<file path="src/rtl/keypad_scan_ctrl.sv">
// keypad_scan_ctrl: row scanner, press/release debouncer and key-event
// generator for a 4x4 matrix keypad.
//
// One scheduler owns the whole sequence: it strobes rows one-hot, samples the
// (already synchronized) columns at the end of each row dwell, debounces a
// single captured key, and emits one single-cycle key_valid per press.
//
// Optional build feature, macro KEYPAD_AUTOREPEAT_EN:
//   - When defined, a held key re-emits key_valid after REPEAT_DELAY cycles,
//     then every REPEAT_PERIOD cycles.
//   - When undefined, the repeat logic is absent and the REPEAT_* parameters
//     are ignored.
module keypad_scan_ctrl #(
   parameter int SCAN_DIV      = 6000,
   parameter int DB_CYCLES     = 60000,
   parameter int REPEAT_DELAY  = 3000000,
   parameter int REPEAT_PERIOD = 600000
) (
   input  logic       clk,
   input  logic       rstn,
   input  logic [3:0] col_i,
   output logic [3:0] row_o,
   output logic       key_valid,
   output logic [3:0] key_row,
   output logic [3:0] key_col,
   output logic       busy,
   output logic [2:0] dbg_state
);

   typedef enum logic [2:0] {
      ST_SCAN        = 3'd0,
      ST_DEB_PRESS   = 3'd1,
      ST_HELD        = 3'd2,
      ST_DEB_RELEASE = 3'd3
   } state_t;

   // Dwell counter runs 0..SCAN_DIV-1.
   localparam int              DW_W       = $clog2(SCAN_DIV);
   localparam logic [DW_W-1:0] DWELL_LAST = DW_W'(SCAN_DIV - 1);
   localparam logic [DW_W-1:0] DW_INC     = DW_W'(1);

   // The cycle that enters DEB_PRESS / DEB_RELEASE already counts as the
   // first stable cycle, so the counter only has to reach DB_CYCLES-2 before
   // the terminal transition. DB_CYCLES==1 bypasses the debounce states.
   localparam int              DB_W    = (DB_CYCLES < 2) ? 1 : $clog2(DB_CYCLES);
   localparam logic [DB_W-1:0] DB_LAST = (DB_CYCLES < 2) ? {DB_W{1'b0}} : DB_W'(DB_CYCLES - 2);
   localparam logic [DB_W-1:0] DB_INC  = DB_W'(1);
   localparam logic            DB_ONE  = (DB_CYCLES == 1) ? 1'b1 : 1'b0;

   // True when exactly one column bit is set.
   function automatic logic is_onehot4(input logic [3:0] v);
      is_onehot4 = (v != 4'b0000) && ((v & (v - 4'b0001)) == 4'b0000);
   endfunction

   // Rotate a one-hot row strobe left, wrapping 1000 back to 0001.
   function automatic logic [3:0] rotl4(input logic [3:0] v);
      rotl4 = {v[2:0], v[3]};
   endfunction

   state_t            state_r, state_n;
   logic [DW_W-1:0]   dwell_r, dwell_n;
   logic [DB_W-1:0]   db_r, db_n;
   logic [3:0]        row_r, row_n;
   logic [3:0]        cap_row_r, cap_row_n;
   logic [3:0]        cap_col_r, cap_col_n;
   logic              key_valid_r, key_valid_n;
   logic [3:0]        key_row_r, key_row_n;
   logic [3:0]        key_col_r, key_col_n;
   logic              busy_r;
   logic [2:0]        dbg_state_r;
   logic              cap_present_s;

`ifdef KEYPAD_AUTOREPEAT_EN
   localparam int              REP_MAX    = (REPEAT_DELAY > REPEAT_PERIOD) ? REPEAT_DELAY : REPEAT_PERIOD;
   localparam int              REP_W      = (REP_MAX < 2) ? 1 : $clog2(REP_MAX);
   localparam logic [REP_W-1:0] REP_DELAY_LAST  = REP_W'(REPEAT_DELAY - 1);
   localparam logic [REP_W-1:0] REP_PERIOD_LAST = REP_W'(REPEAT_PERIOD - 1);
   localparam logic [REP_W-1:0] REP_INC         = REP_W'(1);

   logic [REP_W-1:0]  rep_r, rep_n;
   logic              first_done_r, first_done_n;
`else
   logic              unused_repeat_cfg_s;
   assign unused_repeat_cfg_s = (REPEAT_DELAY != 0) ^ (REPEAT_PERIOD != 0);
`endif

   assign cap_present_s = ((col_i & cap_col_r) != 4'b0000);

   // Next-state, counter and output-intent logic for the scan/debounce scheduler.
   always_comb begin
      state_n     = state_r;
      dwell_n     = dwell_r;
      db_n        = db_r;
      row_n       = row_r;
      cap_row_n   = cap_row_r;
      cap_col_n   = cap_col_r;
      key_valid_n = 1'b0;
      key_row_n   = key_row_r;
      key_col_n   = key_col_r;
`ifdef KEYPAD_AUTOREPEAT_EN
      rep_n        = rep_r;
      first_done_n = first_done_r;
`endif

      case (state_r)
         ST_SCAN: begin
            if (dwell_r == DWELL_LAST) begin
               dwell_n = {DW_W{1'b0}};
               db_n    = {DB_W{1'b0}};
               if (is_onehot4(col_i)) begin
                  // Single key on this row: freeze the row and debounce it.
                  cap_row_n = row_r;
                  cap_col_n = col_i;
                  if (DB_ONE) begin
                     state_n     = ST_HELD;
                     key_valid_n = 1'b1;
                     key_row_n   = row_r;
                     key_col_n   = col_i;
`ifdef KEYPAD_AUTOREPEAT_EN
                     rep_n        = {REP_W{1'b0}};
                     first_done_n = 1'b0;
`endif
                  end else begin
                     state_n = ST_DEB_PRESS;
                  end
               end else begin
                  // Nothing pressed or ambiguous multi-key: move on.
                  row_n = rotl4(row_r);
               end
            end else begin
               dwell_n = dwell_r + DW_INC;
            end
         end

         ST_DEB_PRESS: begin
            if (col_i == cap_col_r) begin
               if (db_r == DB_LAST) begin
                  state_n     = ST_HELD;
                  db_n        = {DB_W{1'b0}};
                  key_valid_n = 1'b1;
                  key_row_n   = cap_row_r;
                  key_col_n   = cap_col_r;
`ifdef KEYPAD_AUTOREPEAT_EN
                  rep_n        = {REP_W{1'b0}};
                  first_done_n = 1'b0;
`endif
               end else begin
                  db_n = db_r + DB_INC;
               end
            end else begin
               // Bounce, early release or an extra key: abandon silently.
               state_n = ST_SCAN;
               row_n   = rotl4(row_r);
               dwell_n = {DW_W{1'b0}};
               db_n    = {DB_W{1'b0}};
            end
         end

         ST_HELD: begin
            if (!cap_present_s) begin
               db_n = {DB_W{1'b0}};
               if (DB_ONE) begin
                  state_n = ST_SCAN;
                  row_n   = rotl4(row_r);
                  dwell_n = {DW_W{1'b0}};
               end else begin
                  state_n = ST_DEB_RELEASE;
               end
            end else begin
`ifdef KEYPAD_AUTOREPEAT_EN
               if (rep_r == (first_done_r ? REP_PERIOD_LAST : REP_DELAY_LAST)) begin
                  key_valid_n  = 1'b1;
                  rep_n        = {REP_W{1'b0}};
                  first_done_n = 1'b1;
               end else begin
                  rep_n = rep_r + REP_INC;
               end
`else
               state_n = ST_HELD;
`endif
            end
         end

         ST_DEB_RELEASE: begin
            if (!cap_present_s) begin
               if (db_r == DB_LAST) begin
                  state_n = ST_SCAN;
                  row_n   = rotl4(row_r);
                  dwell_n = {DW_W{1'b0}};
                  db_n    = {DB_W{1'b0}};
               end else begin
                  db_n = db_r + DB_INC;
               end
            end else begin
               // Key bounced back: still the same press, no new event.
               state_n = ST_HELD;
               db_n    = {DB_W{1'b0}};
            end
         end

         default: begin
            state_n = ST_SCAN;
            row_n   = 4'b0001;
            dwell_n = {DW_W{1'b0}};
            db_n    = {DB_W{1'b0}};
         end
      endcase
   end

   // State, counters, capture registers and registered outputs.
   always_ff @(posedge clk or negedge rstn) begin
      if (!rstn) begin
         state_r     <= ST_SCAN;
         dwell_r     <= {DW_W{1'b0}};
         db_r        <= {DB_W{1'b0}};
         row_r       <= 4'b0001;
         cap_row_r   <= 4'b0000;
         cap_col_r   <= 4'b0000;
         key_valid_r <= 1'b0;
         key_row_r   <= 4'b0000;
         key_col_r   <= 4'b0000;
         busy_r      <= 1'b0;
         dbg_state_r <= 3'd0;
      end else begin
         state_r     <= state_n;
         dwell_r     <= dwell_n;
         db_r        <= db_n;
         row_r       <= row_n;
         cap_row_r   <= cap_row_n;
         cap_col_r   <= cap_col_n;
         key_valid_r <= key_valid_n;
         key_row_r   <= key_row_n;
         key_col_r   <= key_col_n;
         busy_r      <= (state_n != ST_SCAN);
         dbg_state_r <= state_n;
      end
   end

`ifdef KEYPAD_AUTOREPEAT_EN
   // Auto-repeat counter; it only advances in HELD and survives release bounces.
   always_ff @(posedge clk or negedge rstn) begin
      if (!rstn) begin
         rep_r        <= {REP_W{1'b0}};
         first_done_r <= 1'b0;
      end else begin
         rep_r        <= rep_n;
         first_done_r <= first_done_n;
      end
   end
`endif

   assign row_o     = row_r;
   assign key_valid = key_valid_r;
   assign key_row   = key_row_r;
   assign key_col   = key_col_r;
   assign busy      = busy_r;
   assign dbg_state = dbg_state_r;

endmodule
</file>
<file path="config.mk">
export PLATFORM = sky130hd
export DESIGN_NAME = keypad_scan_ctrl
export DESIGN_NICKNAME = d
export VERILOG_FILES = /design/src/rtl/keypad_scan_ctrl.sv
export SDC_FILE = /design/constraint.sdc
export NUM_CORES = 1
export LEC_CHECK = 0
export BUFFER_PORTS_ARGS = -buffer_cell sky130_fd_sc_hd__buf_2
export CORE_AREA = 3 3 101 103
export DETAILED_ROUTE_END_ITERATION = 16
export DIE_AREA = 0 0 104 106
export GPL_TIMING_DRIVEN = 0
export PLACE_DENSITY = 0.52
export SYNTH_ARGS = -nofsm -noshare
export SYNTH_HDL_FRONTEND = slang
export SYNTH_SLANG_ARGS = --single-unit
</file>
<file path="constraint.sdc">
create_clock -name clk -period 2.3 [get_ports clk]
set_clock_uncertainty 0.05 [all_clocks]
set_input_delay 0.23 -clock clk [delete_from_list [all_inputs] [get_ports clk]]
set_output_delay 0.23 -clock clk [all_outputs]
set_load 0.05 [all_outputs]
</file>
Word level (Yosys, flattened, before mapping). Cells that the tools add are included.

Flip-flop bits (word level): 54. Input bits: 6. Output and inout port bits: 17. Logic and storage cells: 67.

Add/sub/neg operators: 3. Eq/ne operators: 12. Multiplexer cells: 28. Bitwise operators: 3. Reduce and logical (&&, ||, !) cells: 11.

Operators with widths (number): $mux W16 (5); $pmux W16 S4 (1); $mux W13 (4); $pmux W13 S4 (1); $mux W4 (5); $mux W3 (6); $add A16 B1 Y16 const B (1); $eq A16 B16 Y1 const B (1); $pmux W4 S4 (1); $add A13 B1 Y13 const B (1); $eq A13 B13 Y1 const B (1); $ne A2 B2 Y1 const B (6); $pmux W3 S4 (1); $and A4 B4 Y4 (2); $reduce_bool A4 Y1 (2); $eq A3 B2 Y1 const B (2); $reduce_and A3 Y1 (2); $reduce_and A6 Y1 (1); $eq A4 B4 Y1 (1); $logic_not A4 Y1 (1); $mux W1 (4); $reduce_and A4 Y1 (1); $sub A4 B1 Y4 const B (1); $eq A3 B1 Y1 const B (1); other kinds (5) (5).

Depth between registers and ports, before layout.
Depth after elaboration: 8. Mapped depth: 9. Mapped depth without buffers: 7.

Least setup slack after synthesis. OpenSTA, ideal clock, no wires.

Kind: flip-flop to flip-flop. Start point: register cap_col_r[1]. End point: register dwell_r[12]. Setup time: 0.079 ns. Data arrival time: 2.160 ns. Required time: 2.171 ns. Slack: 0.011 ns. Stages on the path, launching flop included: 8. Buffers on the path: 1. Clock period less this slack: 2.289 ns. Cells stage by stage: dfrtp_1 > ha_1 > nor4_2 > a21oi_1 > a311oi_1 > clkbuf_1 > a21oi_1 > mux2i_1.

Cells in the longest elaborated chain, start to end: 4. Elaborated cells on any way between the ends: 6. Those cells by class: eq/ne: 3; bitwise: 1; reduce/logical: 2.

Ends and longest elaborated chain: from (decl) (line 65) `logic [3:0] cap_col_r, cap_col_n;`; from (signal assigned) (line 230) `cap_col_r <= cap_col_n;`; $and A4 B4 Y4 (line 87) `assign cap_present_s = ((col_i & cap_col_r) != 4'b0000);`; $reduce_bool A4 Y1 (line 87); $ne A2 B2 Y1 (no source line); $reduce_and A4 Y1 (no source line) *; to (signal assigned) (line 214) `dwell_r <= {DW_W{1'b0}};`; to (signal assigned) (line 226) `dwell_r <= dwell_n;`; to (decl) (line 61) `logic [DW_W-1:0] dwell_r, dwell_n;`.

Every way passes the cells marked *; elsewhere a longest branch is shown, timed or not. A chain may end at the register's enable or synchronous reset.

Final worst setup path.
Start point: register dwell_r[7]. End point: register cap_col_r[2].

Cells in the longest elaborated chain, start to end: 2.

Ends and longest elaborated chain: $eq A13 B13 Y1 (line 107) `if (dwell_r == DWELL_LAST) begin`; $reduce_and A3 Y1 (no source line).

Every way passes these cells.

==> impl_metrics.env <==
export IMPL_ios=23
export IMPL_post_drt_wl_per_cell_um=14.6
export IMPL_drive_above_1_share=0.289
export IMPL_setup_violations_final=0
export IMPL_fin_hold_ws_ps=174
export IMPL_status="finished, final reports clean"
export IMPL_cts_htree_levels=2
export IMPL_critPathBufInv=0
export IMPL_place_inst=420
export IMPL_yosys_top_cells_area="dfrtp_1 47%, mux2_4 4.3%, nand2_1 3.4%"
export IMPL_firstDrtPassIters=4
export IMPL_tightest_slew_ps=698
export IMPL_slowest_stage="or4b_4"
export IMPL_max_slew_margin=0.535
export IMPL_ys_ff_latch=54
export IMPL_p_switching_mw=0.433
export IMPL_final_cell_mix="52 x dfrtp_1, 25 x nand2_1, 22 x buf_2"
export IMPL_hold_path_class="input port to register"
export IMPL_totalWireLength_um=6480
export IMPL_critPathCaptureType="register"
export IMPL_crit_type="register to register"
export IMPL_reg2reg_slack_ps=60
export IMPL_insertion_delay_ps=320
export IMPL_period_needed_ps=2240
export IMPL_yosysTopAreaCell="dfrtp_1"
export IMPL_netlist_area_mm2=0.00280
export IMPL_cts_reportedPaths_clkPinSlew_ps=110
export IMPL_cts_tree="done"
export IMPL_finalHoldViolations=0
export IMPL_setup_ws_ps=59.0
export IMPL_instances_no_fill=444
export IMPL_core_area_mm2=0.00928
export IMPL_clock_path_buffers=2
export IMPL_hold_start="col_i[1]"
export IMPL_synth_edf_count=0
export IMPL_crit_chain="or4b_4, nor4_4, o2111ai_4, mux2_2"
export IMPL_place_gp_congestion=0.779
export IMPL_post_place_ws_ps=-634
export IMPL_detail_route_vias_per_cell=5.04
export IMPL_grt_overflow=0
export IMPL_synth_seq_area_share=0.484
export IMPL_power_frac_clock=0.359
export IMPL_grtUsageTotal=0.119
export IMPL_crit_arrival_ps=2410
export IMPL_slew_viol_final=0
export IMPL_power_density_mw_per_mm2=472
export IMPL_hold_path_endpoint="cap_col_r[1]$_DFFE_PN0P_"
export IMPL_fin_util=0.375
export IMPL_grt_max_degree=55
export IMPL_worstPathMaxFanout=10
export IMPL_syn_inst=269
export IMPL_antenna_found_initial=0
export IMPL_cts_root_buffer="clkbuf_8"
export IMPL_max_cap_viol_count=0
export IMPL_nets=327
export IMPL_synth_ff_type="dfrtp_1"
export IMPL_std_cell_rows=35
export IMPL_postRouteAntennaNets=0
export IMPL_finalPower_mw=1.64
export IMPL_layout_area_overhead_vs_synth_pct=24.5
export IMPL_first_global_vias=2118
export IMPL_synth_top_cell_area_share=0.474
export IMPL_initial_utilization=0.301
export IMPL_dieArea_mm2=0.0110
export IMPL_insertedDiodeCount=0
export IMPL_cellLeakagePower_nw=1.54
export IMPL_ys_warn_count=0
export IMPL_fin_tns_setup_ps=0
export IMPL_ff2ff_path_depth=4
export IMPL_p_sw_frac=0.263
export IMPL_synth_cell_type_count=51
export IMPL_slowest_delay_ps=540
export IMPL_synth_net_count=282
export IMPL_rsz0062_at_grt="yes"
export IMPL_drc=0
export IMPL_dp_hpwl_um=4170
export IMPL_io_buffers=22
export IMPL_max_freq_mhz=446
export IMPL_ys_async_sr_fraction=1.00
export IMPL_p_comb_frac=0.056
export IMPL_required_ps=2470
export IMPL_p_seq_frac=0.585
export IMPL_numCtsBuffers=5
export IMPL_hold_depth=2
export IMPL_stdcell_area_mm2=0.00348
export IMPL_dpl_instance_area_mm2=0.00307
export IMPL_grt_pass1_wl_um=10800
export IMPL_avgSynthCellArea_um2=10.4
export IMPL_vdd_ir_drop_worst_uv=250
export IMPL_r2r_start="dwell_r[7]$_DFFE_PN0P_"
export IMPL_die_h_um=106
export IMPL_die_w_um=104
export IMPL_cts_sinks=54
export IMPL_cp_top_family="simple AND/OR/NAND/NOR gates"
export IMPL_vias=2238
export IMPL_critPathLaunchType="register"
export IMPL_fin_crit_sh=0.974
export IMPL_drtIter0Drc=144
export IMPL_intPower_mw=1.21
export IMPL_worstReg2RegEnd="cap_col_r[2]$_DFFE_PN0P_"
export IMPL_final_common_cell="dfrtp_1"
## synth_stat cells, types with 3 or more instances
cell type / instances
nor2_1: 9
nand2_1: 25
nand4b_1: 3
o21ai_1: 17
mux2_2: 8
a31oi_1: 9
nand3_1: 17
nor4_1: 4
nand2b_1: 6
buf_2: 3
nor3_1: 8
inv_1: 12
ha_1: 7
a21o_1: 6
a32o_1: 4
dfrtp_1: 53
mux2_4: 8
clkbuf_1: 3
mux2i_1: 4
a21oi_1: 16
or3_1: 6
## worst max path at each step
stage                               end  depth (start not counted)                      from
3_5_place_dp    dwell_r[12]$_DFFE_PN0P_                          8                  col_i[1]
2_1_floorplan   dwell_r[12]$_DFFE_PN0P_                          7  cap_col_r[1]$_DFFE_PN0P_
6_report       cap_col_r[2]$_DFFE_PN0P_                          4    dwell_r[7]$_DFFE_PN0P_
4_1_cts             db_r[4]$_DFFE_PN0P_                          6    dwell_r[0]$_DFFE_PN0P_
5_1_grt          dwell_r[6]$_DFFE_PN0P_                          6    dwell_r[7]$_DFFE_PN0P_
3_3_place_gp        db_r[4]$_DFFE_PN0P_                          9                  col_i[1]
## area by class of cell
class	instances	area (um2)
Tap cell	129	161
Fill cell	926	5800
Timing Repair Buffer	40	260
Clock buffer	5	68.8
Inverter	13	48.8
Sequential cell	54	1350
Multi-Input combinational cell	196	1510
Clock inverter	3	28.8
Buffer	4	45.0
## flip-flops by register name, indices dropped and copies added (netlist names)
signal	cells
db_r	16
busy	1
dwell_r	13
key_col	4
cap_row_r	4
cap_col_r	4
row_o	4
key_row	4
key_valid	1
dbg_state	3
## cell families after synthesis
kind of cell	count (synthesis)	share of synthesized area
compound gates	68	0.156
xor+xnor	2	0.00627
fa+ha+maj	7	0.0313
buf+inv	19	0.0269
flops	54	0.484
mux	20	0.0895
other cells	1	0.00134
simple gates	98	0.205
## layer usage
layer | vias to the layer above | part of all wire | global-route usage
met5 | - | 0 | 0
met4 | 0 | 0.010 | 0.0313
met3 | 5 | 0.031 | 0.0219
met2 | 31 | 0.48 | 0.189
met1 | 1108 | 0.48 | 0.166
li1 | 1094 | - | -
## power by group through the flow
stage          Combinational [mW]  Sequential [mW]  Clock, mW
3_3_place_gp               0.0803            0.979          0
2_1_floorplan              0.0375            0.981          0
6_report                   0.0923            0.961      0.591
3_5_place_dp               0.0812            0.979          0
5_1_grt                     0.106            0.963      0.660
4_1_cts                    0.0869            0.961      0.618
## repair_timing
action	in CTS	in global routing
setup endpoints to repair	51	47
buffers inserted	5	11
hold buffers	0	1
endpoints found under the hold margin	0	53
gates resized for setup	14	17
pin swaps	5	6
gates cloned	0	1
No activity file was read; power rests on OpenSTA's default activity.
